--- config.mk ---
export PLATFORM = sky130hd
export DESIGN_NAME = spi_cmd_dispatch
export DESIGN_NICKNAME = d
export VERILOG_FILES = /design/src/rtl/spi_cmd_dispatch.sv
export SDC_FILE = /design/constraint.sdc
export NUM_CORES = 1
export LEC_CHECK = 0
export BUFFER_PORTS_ARGS = -buffer_cell sky130_fd_sc_hd__buf_2
export CORE_ASPECT_RATIO = 0.7
export CORE_UTILIZATION = 58
export CTS_CLUSTER_SIZE = 20
export DETAILED_ROUTE_END_ITERATION = 6
export GPL_TIMING_DRIVEN = 0
export HOLD_SLACK_MARGIN = 0.12
export PLACE_DENSITY = 0.91
export SYNTH_ARGS = -nofsm -noshare
export SYNTH_HDL_FRONTEND = slang
export SYNTH_SLANG_ARGS = --single-unit
--- constraint.sdc ---
create_clock -name CLOCK_50 -period 2.7 [get_ports CLOCK_50]
set_input_delay 0.405 -clock CLOCK_50 [delete_from_list [all_inputs] [get_ports CLOCK_50]]
set_output_delay 0.405 -clock CLOCK_50 [all_outputs]
set_load 0.005 [all_outputs]
--- src/rtl/spi_cmd_dispatch.sv ---
// SPI command dispatcher: synchronises the frame event, queues commands, drives framebuffer writes.
// Optional CMD_STATS_EN builds a saturating counter of rejected/overflowed commands.
module spi_cmd_dispatch #(
  parameter int unsigned GRID_W     = 32,
  parameter int unsigned GRID_H     = 24,
  parameter int unsigned ADDR_W     = 10,
  parameter int unsigned FIFO_DEPTH = 4
) (
  input  logic                          CLOCK_50,
  input  logic                          RESET,
  input  logic [23:0]                   cmd_in,
  input  logic                          cmd_ready,
  output logic                          fb_we,
  output logic [ADDR_W-1:0]             fb_addr,
  output logic [7:0]                    fb_data,
  input  logic                          fb_busy,
  output logic                          overflow,
  output logic [$clog2(FIFO_DEPTH):0]   fifo_level,
  output logic [7:0]                    drop_count
);

  localparam int unsigned PtrW = $clog2(FIFO_DEPTH);
  localparam int unsigned EntW = 1 + ADDR_W + 8;
  localparam logic [ADDR_W-1:0] LastAddr = ADDR_W'(GRID_W * GRID_H - 1);

  typedef enum logic [1:0] {StIdle, StWrite, StClear} state_e;

  // CS idles high, so the chain resets to 1 to avoid a false frame edge.
  logic s1_q, s2_q, s3_q;
  always_ff @(posedge CLOCK_50 or posedge RESET) begin
    if (RESET) begin
      s1_q <= 1'b1;
      s2_q <= 1'b1;
      s3_q <= 1'b1;
    end else begin
      s1_q <= cmd_ready;
      s2_q <= s1_q;
      s3_q <= s2_q;
    end
  end

  logic frame;
  assign frame = s2_q & ~s3_q;

  logic [7:0]        cmd_x, cmd_y, cmd_d;
  logic              is_clear, is_pixel, push_req;
  logic [ADDR_W-1:0] pix_addr;
  logic [EntW-1:0]   push_entry;

  assign cmd_x    = cmd_in[23:16];
  assign cmd_y    = cmd_in[15:8];
  assign cmd_d    = cmd_in[7:0];
  assign is_clear = (cmd_x == 8'hFF);
  assign is_pixel = (32'(cmd_x) < GRID_W) && (32'(cmd_y) < GRID_H);
  assign pix_addr = ADDR_W'(cmd_y) * ADDR_W'(GRID_W) + ADDR_W'(cmd_x);
  assign push_req = frame & (is_clear | is_pixel);
  assign push_entry = {is_clear, is_clear ? '0 : pix_addr, cmd_d};

  // Command FIFO
  logic [EntW-1:0] mem_q [FIFO_DEPTH];
  logic [PtrW-1:0] wr_ptr_q, rd_ptr_q;
  logic [PtrW:0]   count_q;
  logic            full, empty, push, pop, ovf_drop;
  state_e          state_q, state_d;

  assign full     = (count_q == (PtrW+1)'(FIFO_DEPTH));
  assign empty    = (count_q == '0);
  assign pop      = (state_q == StIdle) & ~empty;
  assign push     = push_req & (~full | pop);
  assign ovf_drop = push_req & full & ~pop;

  always_ff @(posedge CLOCK_50) begin
    if (push) mem_q[wr_ptr_q] <= push_entry;
  end

  always_ff @(posedge CLOCK_50 or posedge RESET) begin
    if (RESET) begin
      wr_ptr_q <= '0;
      rd_ptr_q <= '0;
      count_q  <= '0;
      overflow <= 1'b0;
    end else begin
      if (push) wr_ptr_q <= wr_ptr_q + PtrW'(1);
      if (pop)  rd_ptr_q <= rd_ptr_q + PtrW'(1);
      case ({push, pop})
        2'b10:   count_q <= count_q + (PtrW+1)'(1);
        2'b01:   count_q <= count_q - (PtrW+1)'(1);
        default: count_q <= count_q;
      endcase
      if (ovf_drop) overflow <= 1'b1;
    end
  end

  assign fifo_level = count_q;

  logic [EntW-1:0]   pop_entry;
  logic              pop_clear;
  logic [ADDR_W-1:0] pop_addr;
  logic [7:0]        pop_data;

  assign pop_entry = mem_q[rd_ptr_q];
  assign pop_clear = pop_entry[EntW-1];
  assign pop_addr  = pop_entry[EntW-2:8];
  assign pop_data  = pop_entry[7:0];

  // Dispatch FSM
  logic              fb_we_q, fb_we_d;
  logic [ADDR_W-1:0] fb_addr_q, fb_addr_d;
  logic [7:0]        fb_data_q, fb_data_d;

  always_ff @(posedge CLOCK_50 or posedge RESET) begin
    if (RESET) begin
      state_q   <= StIdle;
      fb_we_q   <= 1'b0;
      fb_addr_q <= '0;
      fb_data_q <= '0;
    end else begin
      state_q   <= state_d;
      fb_we_q   <= fb_we_d;
      fb_addr_q <= fb_addr_d;
      fb_data_q <= fb_data_d;
    end
  end

  always_comb begin
    state_d   = state_q;
    fb_we_d   = fb_we_q;
    fb_addr_d = fb_addr_q;
    fb_data_d = fb_data_q;
    case (state_q)
      StIdle: begin
        if (!empty) begin
          fb_we_d   = 1'b1;
          fb_data_d = pop_data;
          if (pop_clear) begin
            fb_addr_d = '0;
            state_d   = StClear;
          end else begin
            fb_addr_d = pop_addr;
            state_d   = StWrite;
          end
        end
      end
      StWrite: begin
        if (!fb_busy) begin
          fb_we_d = 1'b0;
          state_d = StIdle;
        end
      end
      StClear: begin
        if (!fb_busy) begin
          if (fb_addr_q == LastAddr) begin
            fb_we_d = 1'b0;
            state_d = StIdle;
          end else begin
            fb_addr_d = fb_addr_q + ADDR_W'(1);
          end
        end
      end
      default: state_d = StIdle;
    endcase
  end

  assign fb_we   = fb_we_q;
  assign fb_addr = fb_addr_q;
  assign fb_data = fb_data_q;

`ifdef CMD_STATS_EN
  logic       drop_event;
  logic [7:0] drop_q;
  assign drop_event = (frame & ~(is_clear | is_pixel)) | ovf_drop;
  always_ff @(posedge CLOCK_50 or posedge RESET) begin
    if (RESET) begin
      drop_q <= 8'd0;
    end else if (drop_event && drop_q != 8'hFF) begin
      drop_q <= drop_q + 8'd1;
    end
  end
  assign drop_count = drop_q;
`else
  assign drop_count = 8'd0;
`endif

endmodule

* Word-level counts from Yosys, hierarchy flattened
Memories as Yosys holds them, arrays and structs flattened. Index checks and enable logic that the tools add are counted. Widths: inputs -> output; s select.
Word-level totals: flip-flop bits (word level) 32, RAM bits 76, input port bits 28, output and inout bits 31, word-level logic and storage cells 74, memories 1
Operators by class: add/sub/neg operators 6, magnitude comparators 2, equal/unequal tests 12, muxes and demuxes 20, bitwise logic cells 12, reductions and logical operators 10
Memory list:
- mem_q | words 4, bits a word 19, rd ports 1, clocked after memory_dff 0, write ports 1, line 60 | logic [EntW-1:0] mem_q [FIFO_DEPTH];
Operators with widths (count):
- $mux 10 | 5
- $pmux 10 s2 | 1
- $add 10x1->10 const B | 1
- $add 10x8->10 | 1
- $eq 10x10->1 const B | 1
- $mux 2 | 5
- $ne 2x2->1 const B | 5
- $eq 8x8->1 const B | 1
- $lt 8x5->1 const B | 1
- $lt 8x6->1 const B | 1
- $reduce_and 4->1 | 2
- $and 1x1->1 | 6
- $mux 1 | 6
- $pmux 2 s3 | 1
- $pmux 3 s2 | 1
- $reduce_and 5->1 | 1
- $add 2x1->2 const B | 2
- $eq 2x1->1 const B | 2
- $eq 2x2->1 const B | 2
- $not 1->1 | 4
- $reduce_bool 2->1 | 2
- $add 3x1->3 const B | 1
- $eq 3x3->1 const B | 1
- $logic_not 3->1 | 1
- other kinds (7) | 8

* Longest topological paths before layout
Gate-level depths: netlist of run 1.
word-level depth 7, mapped depth 9

* Worst setup path after synthesis of run 1
No wires, ideal clock.
path kind input to register, from in cmd_in[23], to mem mem_q[0][0] in the netlist's numbering (enable), setup time 377 ps, arrival time 2174 ps, data required time 2323 ps, path slack 149 ps, stages 5, buffers on the path 0, cells stage by stage or4_4 -> a2111oi_4 -> o21a_4 -> and2b_4 -> and2_1
On the way: longest elaborated chain between the ends 7, elaborated cells between the ends (all ways) 8
RTL lines:
- start: declaration | line 11 | input logic [23:0] cmd_in,
- $lt 8x6->1 | line 54 | assign is_pixel = (32'(cmd_x) < GRID_W) && (32'(cmd_y) < GRID_H);
- $logic_and 1x1->1 | line 54
- $or 1x1->1 (*) | line 56 | assign push_req = frame & (is_clear | is_pixel);
- $and 1x1->1 (*) | line 56
- $and 1x1->1 (*) | line 69 | assign push = push_req & (~full | pop);
- $mux 1 (*) | line 73 | if (push) mem_q[wr_ptr_q] <= push_entry;
- $mux 1 (not written as such) (*) | line 73
- end: declaration | line 60
Mark *: on every way between the ends. The rest lies on a longest branch, timed or not.

* Worst setup path in the final report of run 1
from in cmd_in[23], to mem mem_q[0][8] in the netlist's numbering (enable)
The elaborated chain is that of the path after synthesis.

==> results.txt, run 1 <==
After global routing the overflow that remains totals 0. Yosys instantiated no cell more often than sky130_fd_sc_hd__edfxtp_1. The post-route cell area came out at 5510 um^2. By count the netlist is led by sky130_fd_sc_hd__edfxtp_1, sky130_fd_sc_hd__nand2_1, sky130_fd_sc_hd__dfrtp_1. The layout overhead on the synthesized area came out at 15.2%. Once the floorplan was initialized, standard cells occupied approximately three fifths of the core. The via count of the first global-routing pass came out at 2888. The final worst setup slack came out at 198 ps. The post-route worst hold slack came out at approximately 160 ps. Yosys attributes the largest share of cell area to sky130_fd_sc_hd__edfxtp_1, sky130_fd_sc_hd__dfrtp_1, sky130_fd_sc_hd__mux4_2, sky130_fd_sc_hd__ha_1, sky130_fd_sc_hd__mux2i_1. The floorplan core area is slightly below 8000 um^2. The placed standard-cell area is between 5000 and 6000 um^2.

The all-layer global routing usage is around 23%. The ratio of final minimum period to clock period is 92.7%. After technology mapping, the gate count stands at between 300 and 400. The highest clock rate is 0.400 GHz.

The cell at the root of the clock tree is sky130_fd_sc_hd__clkbuf_16. The share of flip-flops with an asynchronous set or reset after synthesis came out at about 30%. The fraction of layout instances using a drive strength above 1 came out at between 20% and 30%. The number of port buffers is 50. In the final routed layout, each cell accounts on average for about 18 um. The routed wire length on met3 came out at roughly 600 um.

The most used flip-flop cell after synthesis is sky130_fd_sc_hd__edfxtp_1. Yosys printed 0 warnings. Setup violations remaining at the end of the flow were counted as 0.

The critical path launch point type is an input pin. In the final timing run, aggregate negative setup slack is 0 ps. The overall via count from detail_route came out at approximately 2900. The number of antenna repair diodes came out at 0. The number of levels the H-tree was split into came out at 3. The height of the die came out at just under 80 um. In this run the remaining antenna-violating nets after routing total 0. The synthesized flop and latch total came out at 108.

The number of vias per cell after detailed routing is 5.81. The number of antenna violations at the first check in global routing is 0. The register clock-pin slew on the reported worst setup and hold paths is roughly 70 ps. Setup repair after global routing left no endpoint under its margin. The register area share after synthesis is about 65%. The slowest library cell on the worst path is sky130_fd_sc_hd__or4_4.

The post-detailed-route DRC marker count came out at 0. The die outline width is roughly 110 um. The number of different library cells used by synthesis comes to 56. The wire-length estimate of the detail-placed layout is around 6200 um. After detailed routing, the wire length on met1 is about 4000 um.

The count of max-cap constraint violations is 0. Measured against its own limit, the worst slew margin works out to a little over half. At the worst endpoint, the required time is around 2700 ps. The run finished with clean final reports. The met2 wire length is approximately 4500 um.

The critical path in this run is classified as in -> reg. The filler cell count in the final layout came out at about 510. The total wire length after detailed routing came out at roughly 9200 um. In this run the mean area of a mapped cell was 14.5 um^2.

The number of synthesized flops with an enable pin came out at 76. For this design the ratio of total power to cell area is 962 nW/um^2. On the final layout, the worst clock skew is ~8.3 ps.

VDD sags by at most between 600 and 700 uV. The worst setup path is captured at a flip-flop. The flip-flop and latch area came out at 3090 um^2. The final net count came out at 440. The congestion estimate from routability-driven global placement came to between 0.8 and 0.9. The number of sinks driven by the clock tree came out at approximately 110.

The full die area came out at ~8600 um^2. The pin count of the biggest net entering global routing came out at 33. The number of hold violations in the final report is 0. Walking the worst path, the cells encountered are buf_2, or4_4, a2111oi_4, o21a_4, and2b_4, and2_2. For this run, the slowest stage of the critical path takes roughly 540 ps. The worst hold path class is in -> reg. The number of rows created at floorplan is 27. Cells fill a little over two thirds of the core in the end. Routed signal wires occupy layers up through met4.

Along the worst path, the maximum fanout reaches 19. The biggest area contributor in the post-synthesis netlist is sky130_fd_sc_hd__edfxtp_1. The number of DRC markers after the initial detailed-route iteration is around 270. TritonCTS built the clock tree. The final period demand of the worst path is ~2500 ps. Timing analysis after detailed placement gives a worst setup slack of -486 ps.

Clock tree synthesis inserted a total of 9 buffers. The clock latency reported for the late side of the worst-skew pair is ~350 ps. The leakage dissipation is approximately 2.2 nW. The area share of the largest cell type after synthesis is between 40 and 50%.

The worst-case clock buffer depth came out at 2. The area used by multi-input combinational logic is about 1600 um^2. At the pin with the least slew margin, the transition time is 678 ps. The post-CTS setup buffer count is 0.

The post-synthesis instance area is approximately 4800 um^2. The wire length of the first global-routing pass came out at 14900 um. The first-pass iteration count of the detailed router came out at 4. The arrival time of the worst setup path is approximately 2500 ps.

The number of primary I/O pins came out at a little under 60. The count of final max-slew check failures came to 0.
[stage by stage]
step / std cells / total power, mW
global placement: 487 / 3.95
finish: 504 / 5.30
floorplan: 336 / 3.50
global route: 504 / 5.61
detailed placement: 487 / 4.05
CTS: 503 / 5.31
[state kept, by name (all words and copies together) (netlist names)]
signal and cells:
mem_q 76, fb_addr 10, fb_data 8, fifo_level 3, rd_ptr_q 2, state_q 2
wr_ptr_q 2, fb_we 1, overflow 1, s1_q 1, s2_q 1, s3_q 1
[cell type report]
cell class                      instances  area share, %
Sequential cell                       108           56.0
Multi-Input combinational cell        198           28.7
Timing Repair Buffer                   52           5.09
Clock buffer                            9           4.09
Tap cell                              101           2.29
Buffer                                 19           1.93
Clock inverter                          7           1.23
Inverter                               10          0.681
[report_power, final]
group	internal (mW)	leakage, nW	total [mW]	switching, mW
logic	0.836	0.974	1.87	1.03
clock network	0.651	0.145	1.28	0.628
registers	1.99	1.08	2.16	0.166
total	3.48	2.20	5.30	1.82
[cell families (layout without fill, tap and decap cells)]
logic type	Yosys count	after routing	synth area share, %
AND/OR/NAND/NOR	90	90	9.29
AO/OA/AOI/OAI	46	46	6.96
buffers and inverters	30	97	3.09
XOR/XNOR	8	8	1.47
multiplexers	32	32	10.6
flip-flops	108	108	64.5
adder cells (fa/ha/maj)	14	14	3.98
other	1	8	0.0784
[layer usage]
metal | vias up | global-route usage (%)
met1 | 1472 | 31.5
li1 | 1340 | -
met4 | 0 | 7.20
met3 | 10 | 5.86
met5 | - | 0
met2 | 107 | 37.4
[timing repair]
| item | in CTS | in global routing |
|---|---|---|
| hold buffers | 0 | 1 |
| gates resized for setup | 4 | 0 |
| setup endpoints to repair | 76 | 1 |
| endpoints found under the hold margin | 0 | 4 |
[cell usage in the layout (no fill, tap or decap), drive strengths merged, types with 6 or more instances in the layout]
| cell type | n |
|---|---|
| a21oi | 14 |
| edfxtp | 76 |
| nand3 | 6 |
| nand2 | 38 |
| conb | 8 |
| nor2 | 12 |
| nor3 | 6 |
| mux4 | 14 |
| dfrtp | 29 |
| o21ai | 9 |
| clkbuf | 16 |
| nor2b | 10 |
| buf | 63 |
| inv | 13 |
| mux2i | 15 |
| ha | 12 |
[worst paths after layout]
kind,startpoint,endpoint,slack [ps],depth (start not counted)
min in group asynchronous,RESET,fb_we,500,3
worst max register to register,fifo_level[0],fifo_level[2],330,6
worst min register to register,s1_q,s2_q,360,0
max in group asynchronous,RESET,fb_addr[5],1780,4
worst max-delay path,cmd_in[23],mem_q[0][8],200,6
worst min-delay path,cmd_ready,s1_q,160,1
[critical path, delay by kind of cell]
| family | cells | cell delay, ps |
|---|---|---|
| AO/OA/AOI/OAI | 2 | 720 |
| buffers and inverters | 1 | 120 |
| AND/OR/NAND/NOR | 3 | 1240 |
(Power assumes the default switching activity.)
==> run 2: changes to the inputs <==
--- a/config.mk
+++ b/config.mk
@@ -10,9 +10,8 @@
 export CORE_UTILIZATION = 58
 export CTS_CLUSTER_SIZE = 20
 export DETAILED_ROUTE_END_ITERATION = 6
-export GPL_TIMING_DRIVEN = 0
 export HOLD_SLACK_MARGIN = 0.12
-export PLACE_DENSITY = 0.91
+export PLACE_DENSITY_LB_ADDON = 0.05
 export SYNTH_ARGS = -nofsm -noshare
 export SYNTH_HDL_FRONTEND = slang
 export SYNTH_SLANG_ARGS = --single-unit
==> run 2 against run 1 <==
Global-route usage is 0.67 points lower. Via count is 3.4% lower. Register-to-register slack better by 130 ps. Setup slack better by 100 ps. Critical path depth is 2 higher. Clock power is 5% lower.
==> results.txt, run 2 (synthesized netlist as in run 1, its figures left out) <==
The number of levels the H-tree was split into is 3. The worst setup path is of the in -> reg kind. The clock latency reported for the late side of the worst-skew pair is ~340 ps. The register clock-pin slew on the reported worst setup and hold paths came out at around 70 ps. The weighted congestion at the end of routability-driven global placement came out at ~0.8. The all-layer global routing usage came out at between 20% and 30%.

The switching share of power came out at 33.1%. The number of sinks driven by the clock tree is ~110. The count of max-cap constraint violations is 0. The number of port buffers is 50. The largest stage delay on the critical path is 540 ps. The quantity of hold-fixing buffers added after cts is 0. The layout overhead on the synthesized area is 16.0%. The arrival time of the worst setup path is ~2700 ps.

The flow ran to the end, and the final reports show no timing, DRC or antenna violations. The analysis attributes to net switching a power of 1.73 mW. The die outline width is 111 um. The post-route worst hold slack came out at 147 ps. The startpoint identified for the worst register-to-register timing path is fb_addr[0]. The post-route clock skew is 8.79 ps. The number of antenna repair diodes came out at 0.

The power after layout is 5.24 mW. The post-CTS setup buffer count came out at 0. The slowest library cell on the worst path is sky130_fd_sc_hd__or4_4. The effective utilization at floorplan came out at roughly three fifths. After detailed routing, the number of remaining DRC violations is 0. The via count of the first global-routing pass came out at ~2700. The fraction of layout instances using a drive strength above 1 is 27.4%. The full die area is around 8600 um^2.

The register with the most flip-flops in the final layout is mem_q. The worst relative slew slack is 61.6%. The wire-length estimate of the detail-placed layout is 6330 um. The number of hold violations in the final report came out at 0. In this run the worst hold path is classified as in -> async. The number of antenna violations at the first check in global routing is 0. The first-pass iteration count of the detailed router came out at 5. The overflow left after global routing is 0. The first routing iteration left roughly 250 violations. The analysis attributes to cell leakage a power of around 2.2 nW.

Grouping stages by cell kind, the critical path spends the most delay in compound AO/OA/AOI/OAI gates. The height of the die is approximately 78 um. The first global-routing pass estimated around 14000 um of wire.

Dividing total power by cell area gives a power density of 946 nW/um^2. The count of final max-slew check failures came out at 0. For this run, the post-layout net count is between 400 and 500. In this run the critical register-to-register path is captured at fb_addr[3]. The pin count of the biggest net entering global routing came out at 33. The number of flip-flops under the largest register name is 76. The overall via count from detail_route came out at between 2000 and 3000.

Timing would allow up to 0.417 GHz. The cell-internal power is 3.51 mW. The setup slack after placement came out at 30.3 ps.

After clock tree synthesis, the repair step resized 0 gates. The combinational share of power came out at 34.7%. The maximum fanout count along the critical path is 3. The relative contribution of sequential cells to total power came out at 42.0%. The signal on the critical path passes through buf_2, or4_4, a2111oi_4, o21a_4, nor2_1, fa_1, o31ai_1, xor2_1.

The worst vdd rail ir drop came out at 678 uV. The sum of negative setup slack is 0 ps. The mean routed wirelength per cell is ~18 um. The setup check on the worst reg-to-reg path leaves a slack of approximately 460 ps. The worst-case clock buffer depth is 2.

The filler cell count in the final layout is between 500 and 600. After layout, the minimum clock period comes to around 2400 ps. The proportion of power drawn by the clock network came out at roughly a quarter. The top cell types in the final layout, fill and taps aside, are sky130_fd_sc_hd__edfxtp_1, sky130_fd_sc_hd__buf_2, sky130_fd_sc_hd__nand2_1, sky130_fd_sc_hd__dfrtp_1.

In the finished design, the share of the clock period the worst path needs comes to a little under 90%. Setup violations remaining at the end of the flow were counted as 0. Once detail routing completed, the nets flagged for antenna violations numbered 0. Counting both buffers and inverters, the worst setup path holds a total of 1. The worst setup path is captured at a flip-flop. The floorplan core area is approximately 7900 um^2. The worst path meets setup with a little over 300 ps of slack. Setup repair after global routing left no endpoint under its margin.

The CTS tree is yes. At the worst endpoint, the required time is approximately 3000 ps. The TritonCTS buffer count is 9. The total wire length after detailed routing is about 8800 um. The number of rows created at floorplan came out at 27. The number of cells on the worst reg-to-reg path is 7. The number of primary I/O pins came out at just under 60. The cell at the root of the clock tree is sky130_fd_sc_hd__clkbuf_16.

The critical path launch point type is an input pin. Leaving out fill and tap cells, the most frequent cell in the layout is sky130_fd_sc_hd__edfxtp_1. The number of vias per cell after detailed routing is about 5.6. At the pin with the least slew margin, the transition time is roughly 570 ps.
## run 2: cell count changes in the layout (fill, tap and decap cells not counted), sizes merged
cell,before,now
buf,63,69
dlygate4sd3,1,0
clkbuf,16,12
clkinv,4,1
## run 2: power groups by stage
stage / clock, mW / sequential, mW / combinational [mW]
4_1_cts: 1.24 / 2.20 / 1.83
5_1_grt: 1.31 / 2.24 / 2.03
2_1_floorplan: 0 / 2.18 / 1.32
6_report: 1.22 / 2.20 / 1.82
3_3_place_gp: 0 / 2.23 / 1.79
3_5_place_dp: 0 / 2.24 / 1.82
## run 2: layout make-up
type	instances	area (um^2)	area share, %
Sequential cell	108	3090	55.7
Multi-Input combinational cell	198	1570	28.4
Timing Repair Buffer	69	443	7.99
Clock buffer	12	246	4.44
Tap cell	101	126	2.28
Inverter	10	37.5	0.677
Clock inverter	4	31.3	0.564
## run 2: tightest hold or removal path, stage by stage
cell                    delay, ps
sky130_fd_sc_hd__buf_2        100
sky130_fd_sc_hd__inv_1         40
sky130_fd_sc_hd__buf_4        370
## run 2: worst max path at each step
stage | from | to | slack, ps | depth (start not counted)
after floorplan | cmd_in[23] | mem_q[0][0] | 150 | 5
after global placement | cmd_in[23] | fifo_level[2] | 50 | 8
after detailed placement | cmd_in[23] | fifo_level[2] | 30 | 8
after CTS | cmd_in[23] | fifo_level[2] | 300 | 8
after global routing | cmd_in[23] | fifo_level[2] | 170 | 8
final | cmd_in[23] | fifo_level[2] | 300 | 8
## run 2: metrics by stage
stage,cells,util (%),area (um^2)
floorplan,336,-,4810
global placement,486,66.4,5270
detailed placement,486,66.4,5270
CTS,502,69.9,5550
global route,502,69.9,5550
finish,502,69.9,5550
## run 2: routing by layer
metal	up-vias	wire, um	global-route usage (%)
met1	1389	4610	35.8
li1	1345	-	-
met2	88	3750	31.2
met5	-	0	0
met3	6	435	5.63
met4	0	60	5.33
